<file path="src/rtl/tms_sdm_decim.sv">
// Counting decimator: sums OUT1+OUT2 ones per channel over 2^N sample strobes, then
// streams the frozen per-channel sums as a channel-tagged valid/ready frame.
module tms_sdm_decim #(
    parameter int unsigned NCH  = 19,
    parameter int unsigned ACCW = 17
) (
    input  logic              CLK,
    input  logic              RESET,
    input  logic [NCH*2-1:0]  SDM_DIN,
    input  logic              SAMPLE_EN,
    input  logic [3:0]        WINDOW_LOG2,
    input  logic              OVF_CLEAR,
    output logic [ACCW-1:0]   DOUT_DATA,
    output logic [7:0]        DOUT_CH,
    output logic              DOUT_LAST,
    output logic              DOUT_VALID,
    input  logic              DOUT_READY,
    output logic [15:0]       FRAME_CNT,
    output logic              OVERFLOW
);

    typedef enum logic {StIdle, StSend} state_e;

    state_e          state_q, state_d;
    logic [7:0]      ch_q, ch_d;
    logic [3:0]      neff_q, neff_clamp;
    logic [15:0]     cnt_q, win_last;
    logic [15:0]     frame_q;
    logic            ovf_q;
    logic            boundary, hs, last_beat;
    logic [1:0]      contrib [NCH];
    logic [ACCW-1:0] sum     [NCH];
    logic [ACCW-1:0] acc_q   [NCH];
    logic [ACCW-1:0] shadow_q[NCH];

    assign neff_clamp = (WINDOW_LOG2 < 4'd4) ? 4'd4 : WINDOW_LOG2;
    assign win_last   = (16'd1 << neff_q) - 16'd1;
    assign boundary   = SAMPLE_EN && (cnt_q == win_last);
    assign hs         = DOUT_VALID && DOUT_READY;
    assign last_beat  = (ch_q == 8'(NCH - 1));

    always_comb begin
        for (int i = 0; i < NCH; i++) begin
            contrib[i] = {1'b0, SDM_DIN[2*i]} + {1'b0, SDM_DIN[2*i+1]};
            sum[i]     = acc_q[i] + ACCW'(contrib[i]);
        end
    end

    always_comb begin
        state_d = state_q;
        ch_d    = ch_q;
        unique case (state_q)
            StIdle: begin
                if (boundary) begin
                    state_d = StSend;
                    ch_d    = 8'd0;
                end
            end
            StSend: begin
                if (hs) begin
                    if (last_beat) begin
                        state_d = StIdle;
                        ch_d    = 8'd0;
                    end else begin
                        ch_d = ch_q + 8'd1;
                    end
                end
            end
            default: state_d = StIdle;
        endcase
    end

    always_comb begin
        DOUT_DATA = '0;
        for (int i = 0; i < NCH; i++) begin
            if (ch_q == 8'(i)) DOUT_DATA = shadow_q[i];
        end
    end

    assign DOUT_VALID = (state_q == StSend);
    assign DOUT_CH    = ch_q;
    assign DOUT_LAST  = DOUT_VALID && last_beat;
    assign FRAME_CNT  = frame_q;
    assign OVERFLOW   = ovf_q;

    always_ff @(posedge CLK) begin
        if (RESET) begin
            state_q <= StIdle;
            ch_q    <= 8'd0;
            cnt_q   <= 16'd0;
            neff_q  <= neff_clamp;
            frame_q <= 16'd0;
            ovf_q   <= 1'b0;
            for (int i = 0; i < NCH; i++) begin
                acc_q[i]    <= '0;
                shadow_q[i] <= '0;
            end
        end else begin
            state_q <= state_d;
            ch_q    <= ch_d;
            if (SAMPLE_EN) begin
                if (boundary) begin
                    cnt_q  <= 16'd0;
                    neff_q <= neff_clamp;
                end else begin
                    cnt_q <= cnt_q + 16'd1;
                end
                for (int i = 0; i < NCH; i++) acc_q[i] <= boundary ? '0 : sum[i];
            end
            // A window closing while a frame is still in flight is dropped whole.
            if (boundary && (state_q == StIdle)) begin
                for (int i = 0; i < NCH; i++) shadow_q[i] <= sum[i];
            end
            if (hs && last_beat) frame_q <= frame_q + 16'd1;
            if (boundary && (state_q == StSend)) ovf_q <= 1'b1;
            else if (OVF_CLEAR)                  ovf_q <= 1'b0;
        end
    end

endmodule

</file>
<file path="config.mk">
export PLATFORM = sky130hd
export DESIGN_NAME = tms_sdm_decim
export DESIGN_NICKNAME = d
export VERILOG_FILES = /design/src/rtl/tms_sdm_decim.sv
export SDC_FILE = /design/constraint.sdc
export NUM_CORES = 1
export LEC_CHECK = 0
export BUFFER_PORTS_ARGS = -buffer_cell sky130_fd_sc_hd__buf_2
export CAP_MARGIN = 5
export CORE_UTILIZATION = 55
export DETAILED_ROUTE_END_ITERATION = 6
export GPL_TIMING_DRIVEN = 0
export PLACE_DENSITY = 0.79
export RECOVER_POWER = 25
export SYNTH_ARGS = -nofsm -noshare
export SYNTH_HDL_FRONTEND = slang
export SYNTH_SLANG_ARGS = --single-unit
</file>
<file path="constraint.sdc">
create_clock -name CLK -period 25 [get_ports CLK]
set_input_delay 5 -clock CLK [delete_from_list [all_inputs] [get_ports CLK]]
set_output_delay 5 -clock CLK [all_outputs]
set_load 0.01 [all_outputs]
</file>
==> results of run 1 <==
cells in the final DEF (no fill, tap or decap), types with 33 or more instances in the layout:
cell / count
dfxtp_1: 42
a21oi_1: 40
and2_1: 35
clkbuf_1: 129
xor2_1: 192
nand4_1: 51
nor2_4: 200
xnor2_1: 124
nand2_1: 192
nor3_1: 43
inv_1: 101
nor2_1: 536
and3_1: 85
buf_2: 89
nand3_1: 158
o21ai_0: 65
edfxtp_1: 650
a22oi_1: 33
clkbuf_16: 80
cells by family after synthesis:
group	Yosys count	share of synthesized area
buffers and inverters	247	0.0387
XOR/XNOR	316	0.0786
multiplexers	5	0.00142
AND/OR/NAND/NOR	1410	0.223
AO/OA/AOI/OAI	303	0.0597
flip-flops	692	0.578
adder cells (fa/ha/maj)	45	0.0200
worst max-delay path by stage:
stage | cells past startpoint | from | endpoint
2_1_floorplan | 7 | SAMPLE_EN | shadow_q[0][0]
3_3_place_gp | 7 | SAMPLE_EN | shadow_q[10][2]
3_5_place_dp | 10 | DOUT_CH[4] | DOUT_DATA[14]
4_1_cts | 9 | DOUT_CH[4] | DOUT_DATA[11]
5_1_grt | 6 | RESET | acc_q[10][7]
6_report | 6 | RESET | acc_q[10][7]
power groups by stage:
| stage | Sequential [mW] | Clock, mW | Combinational [mW] |
|---|---|---|---|
| CTS | 1.37 | 1.14 | 0.163 |
| detailed placement | 1.39 | 0 | 0.161 |
| global route | 1.37 | 1.18 | 0.178 |
| finish | 1.37 | 1.13 | 0.164 |
| floorplan | 1.39 | 0 | 0.109 |
| global placement | 1.41 | 0 | 0.154 |
layer usage:
layer  wire length, um  share of wire  track usage  vias up
met4              3700          0.041        0.113        2
met2             41600           0.46        0.445     1265
met3              9350           0.10       0.0615      213
met1             35800           0.40        0.375    11800
li1                  -              -            -    11100
met5                17        0.00019            0        -
through the flow:
step,total power [mW],hold WS (ps)
after global routing,2.73,529
after floorplan,1.50,502
after global placement,1.56,479
after CTS,2.66,505
final,2.66,508
after detailed placement,1.55,492
layout make-up:
cell class              count  area (um^2)
multi-input cells        2079        13500
flip-flops and latches    692        20400
repair buffers             98          586
plain buffers             145          962
clock buffers             101         2150
inverters                 102          384
well taps                 846         1060
fillers                  4752        23900
clock inverters            34          338
critical path, cell delays in order:
cell and delay [ps]:
clkbuf_1 400, clkbuf_1 410, nor2_1 140, clkinvlp_2 2140, clkbuf_1 4770, buf_16 320
state kept, by name, indices dropped and copies added (netlist names):
signal	cells
cnt_q	16
acc_q	323
OVERFLOW	1
shadow_q	323
neff_q	4
DOUT_VALID	1
FRAME_CNT	16
DOUT_CH	8
==> run_results.csv, run 1 <==
group,metric,value,unit
worst_setup_path,end_kind,"flip-flop",
sta,layout_min_cycle_time,13250,ps
logic_synthesis,yosys_register_bits,692,
logic_synthesis,yosys.area.top_type,"edfxtp_1",
global_routing,grt_overflow_total,0,
final_layout,post-route-util,0.622,
detailed_routing,vias_per_cell,5.94,
detailed_routing,wire_per_inst,22.1,um
final_layout,nNetsFinal,3284,
placed_design,place_area,36900,um^2
sta,rsz0062_at_grt,"false",
logic_synthesis,yosysMostFrequentCell,"edfxtp_1",
clocking,cts_buffer_depth,3,
final_layout,fin_cells,4097,
final_layout,fin_area,39300,um^2
worst_setup_path,r2r_setup_slack,18560,ps
worst_setup_path,r2r_cells,15,
global_routing,grt_max_degree,132,
detailed_routing,dr.pass1.iters,6,
flow_run,cap_violations,3,
clocking,clock_latency,620,ps
worst_setup_path,r2r-start,"neff_q[3]",
sta,slew_violations,235,
clocking,cts_root_buffer,"clkbuf_16",
sta,tightest_slew,6600,ps
power_and_ir_drop,leakagePower,13.5,nW
worst_setup_path,crit_type,"input port to flip-flop",
logic_synthesis,netlist_top_cells_area,"edfxtp_1, nor2_4, nor2_1",
global_routing,grt.total_usage,0.280,
power_and_ir_drop,power.share.combinational,0.062,
clocking,cts_tree,"yes",
die,coreArea,63200,um^2
sta,max_freq,0.0755,GHz
power_and_ir_drop,ir_drop,0.0446,mV
worst_hold_path,whs_path_depth,2,
clocking,cts.sinks,692,
sta,hold_violations,0,
detailed_routing,drt-total-wl,90400,um
worst_setup_path,required,25230,ps
worst_hold_path,whs_endpoint,"FRAME_CNT[8]",
clocking,hold_buffers,0,
clocking,htreeDepth,3,
power_and_ir_drop,p_per_area,67.8,nW/um^2
run_status,status,"finished, violations left",
final_layout,diodes,0,
logic_synthesis,synth-seq-area-share,0.578,
clocking,cts_setup_buffers,0,
clocking,cts.repair.resized,0,
detailed_routing,drc,0,
final_layout,drive_gt1_frac,0.137,
clocking,clk_pin_slew,60,ps
detailed_routing,vias,24300,
power_and_ir_drop,switchingPower,0.609,mW
worst_setup_path,regToRegEndpoint,"shadow_q[9][9]",
power_and_ir_drop,p_sw_frac,0.228,
power_and_ir_drop,share_seq_of_total_power,0.514,
placed_design,place_ws,15560,ps
sta,timing.final.crit_share,0.530,
worst_setup_path,arrival,13480,ps
run_status,violations,"max-capacitance violations, max-slew violations",
die,num_rows,92,
sta,tns,0,ps
global_routing,grt_pass1_vias,23400,
sta,fin_worst_skew,15.6,ps
logic_synthesis,avgSynthCellArea,11.7,um^2
power_and_ir_drop,clockPowerShare,0.425,
logic_synthesis,synth_edf_count,650,
placed_design,dp_hpwl,64100,um
final_layout,area_delta_synth_final,11.7,%
logic_synthesis,ys.flop_type,"edfxtp_1",
global_routing,grt_antenna_before_repair,2,
power_and_ir_drop,p_int,2.06,mW
detailed_routing,drt_iter0_markers,3078,
die,die_h,255,um
sta,setup_violations,0,
worst_setup_path,crit_fanout,131,
placed_design,gp_congestion,0.984,
logic_synthesis,synth_top_cell_area_share,0.554,
logic_synthesis,synthDistinctLibCells,74,
global_routing,grt_first_pass_wirelength,137000,um
logic_synthesis,async_flop_share,0,
logic_synthesis,ys_top_cells_by_count,"edfxtp_1, nor2_1, nor2_4, nand2_1, xor2_1",
die,start_util,0.557,
sta,max-slew-margin-rel,-3.40,
logic_synthesis,postSynthCellCount,3018,
worst_hold_path,hold_path.class,"flip-flop to flip-flop",
sta,setup_ws,11750,ps
clocking,cts_buffers,74,
logic_synthesis,ys_warn_count,0,
die,ios,91,
placed_design,portBuffers,89,
logic_synthesis,synth_nets,3110,
worst_hold_path,hold_start,"FRAME_CNT[8]",
die,dieArea,65000,um^2
worst_setup_path,cp-start-kind,"input port",
detailed_routing,postRouteAntennaNets,0,
logic_synthesis,synthesis.area,35200,um^2
die,fp.dieW,255,um
placed_design,place_inst,3961,
Note: power is estimated with default switching activity, not from simulation.
==> inputs of run 2 (changes only) <==
--- a/config.mk
+++ b/config.mk
@@ -10,7 +10,7 @@
 export CORE_UTILIZATION = 55
 export DETAILED_ROUTE_END_ITERATION = 6
 export GPL_TIMING_DRIVEN = 0
-export PLACE_DENSITY = 0.79
+export PLACE_DENSITY = 0.81
 export RECOVER_POWER = 25
 export SYNTH_ARGS = -nofsm -noshare
 export SYNTH_HDL_FRONTEND = slang
==> constraint.sdc (replaced) <==
create_clock -name CLK -period 10.8 [get_ports CLK]
set_input_delay 2.16 -clock CLK [delete_from_list [all_inputs] [get_ports CLK]]
set_output_delay 2.16 -clock CLK [all_outputs]
set_load 0.01 [all_outputs]
==> run 2 against run 1 <==
- the flow still finishes with violations (max-capacitance violations, max-slew violations)
- final area is 0.49% lower
- hold slack about the same
- critical path depth stayed put
- largest cell class unchanged
==> run_results.csv, run 2 (synthesis gave the netlist of run 1 again) <==
group,metric,value,unit
clocking,cts_buffer_depth,3,
worst_hold_path,hold_path.class,"flip-flop to flip-flop",
die,ios,91,
sta,tightest_slew,4600,ps
detailed_routing,vias_per_cell,5.98,
worst_setup_path,cp-start-kind,"input port",
final_layout,nNetsFinal,3282,
placed_design,dp_hpwl,64600,um
sta,max-slew-margin-rel,-2.06,
run_status,status,"finished, violations left",
clocking,clk_pin_slew,70,ps
worst_setup_path,crit_fanout,92,
sta,hold_violations,0,
detailed_routing,drt_iter0_markers,3163,
clocking,cts_setup_buffers,0,
placed_design,portBuffers,89,
power_and_ir_drop,ir_drop,0.129,mV
placed_design,gp_congestion,0.968,
final_layout,layout_common_cells,"edfxtp_1, nor2_1, nor2_4",
clocking,cts.sinks,692,
sta,rsz0062_at_grt,"false",
detailed_routing,dr.pass1.iters,6,
global_routing,grt_overflow_total,0,
clocking,cts_buffers,72,
worst_setup_path,end_kind,"flip-flop",
sta,slew_violations,236,
clocking,hold_buffers,0,
detailed_routing,drc,0,
global_routing,grt_pass1_vias,23200,
final_layout,fill_cells,4727,
sta,setup_violations,0,
clocking,cts_root_buffer,"clkbuf_16",
sta,setup_ws,2220,ps
worst_setup_path,arrival,8860,ps
flow_run,cap_violations,3,
die,die_h,255,um
sta,whs,508,ps
clocking,cts.repair.resized,0,
die,fp.dieW,255,um
placed_design,place_ws,4080,ps
clocking,cts_tree,"yes",
power_and_ir_drop,leakagePower,13.4,nW
power_and_ir_drop,p_per_area,153,nW/um^2
final_layout,drive_gt1_frac,0.135,
final_layout,area_delta_synth_final,11.1,%
clocking,clock_latency,640,ps
detailed_routing,postRouteAntennaNets,0,
die,start_util,0.557,
die,dieArea,65000,um^2
sta,max_freq,0.117,GHz
global_routing,grt_first_pass_wirelength,136000,um
worst_setup_path,crit_type,"input port to flip-flop",
sta,layout_min_cycle_time,8580,ps
final_layout,final_common_cell,"edfxtp_1",
clocking,htreeDepth,3,
detailed_routing,vias,24500,
final_layout,diodes,0,
global_routing,grt_max_degree,93,
run_status,violations,"max-capacitance violations, max-slew violations",
global_routing,grt_antenna_before_repair,4,
sta,timing.final.crit_share,0.795,
sta,fin_worst_skew,28.4,ps
worst_setup_path,required,11080,ps
final_layout,top_regs,"acc_q (323), shadow_q (323)",
detailed_routing,drt-total-wl,89700,um
die,num_rows,92,
global_routing,grt.total_usage,0.278,
detailed_routing,wire_per_inst,21.9,um
die,coreArea,63200,um^2
-- run 2: cell count changes in the layout (fill, tap and decap cells not counted), moves of 2 or more --
cell | previous run | this run
clkbuf_16 | 80 | 73
and2_0 | 13 | 2
clkinv_1 | 13 | 16
buf_6 | 2 | 5
clkinv_8 | 0 | 4
clkbuf_8 | 7 | 2
bufinv_16 | 7 | 5
and2_1 | 35 | 46
-- run 2: where the power goes --
part	switching, mW	leakage [nW]	internal [mW]
combinational	0.258	4.99	0.121
clock	1.06	1.10	1.38
sequential	0.0924	7.29	3.08
-- run 2: cell type report --
cell class,instances,area [um^2],share of cell area
flip-flops and latches,692,20400,0.520
multi-input cells,2079,13500,0.345
clock buffers,90,1910,0.0488
well taps,846,1060,0.0270
plain buffers,145,975,0.0249
repair buffers,98,593,0.0152
inverters,102,384,0.00982
clock inverters,39,358,0.00914
-- run 2: per-layer routing --
metal,routed length (um),global-route usage,vias up
li1,-,-,11100
met1,35500,0.382,11800
met2,41200,0.434,1344
met3,9540,0.0595,222
met4,3540,0.106,4
met5,28,0,-
-- run 2: worst paths after layout --
path,startpoint,end,slack (ps),depth (start not counted)
worst max-delay path,RESET,acc_q[9][8],2220,6
worst min-delay path,FRAME_CNT[12],FRAME_CNT[12],510,2
worst max register to register,neff_q[3],shadow_q[10][10],5070,15
worst min register to register,FRAME_CNT[12],FRAME_CNT[12],510,2
-- run 2: worst max-delay path, cell delays in order --
cell,delay (ps)
clkbuf_1,240
clkbuf_1,300
nor2_1,240
clkinvlp_2,2780
clkbuf_1,2200
buf_16,780
-- run 2: through the flow --
step	setup TNS, ps	area (um^2)	utilization	power (mW)	cells
CTS	0	39200	0.621	5.99	4091
global route	0	39100	0.619	6.14	4091
finish	0	39100	0.619	5.99	4091
floorplan	0	35200	-	3.46	3018
detailed placement	0	37000	0.585	3.59	3962
global placement	-580870	36700	0.581	3.60	3953
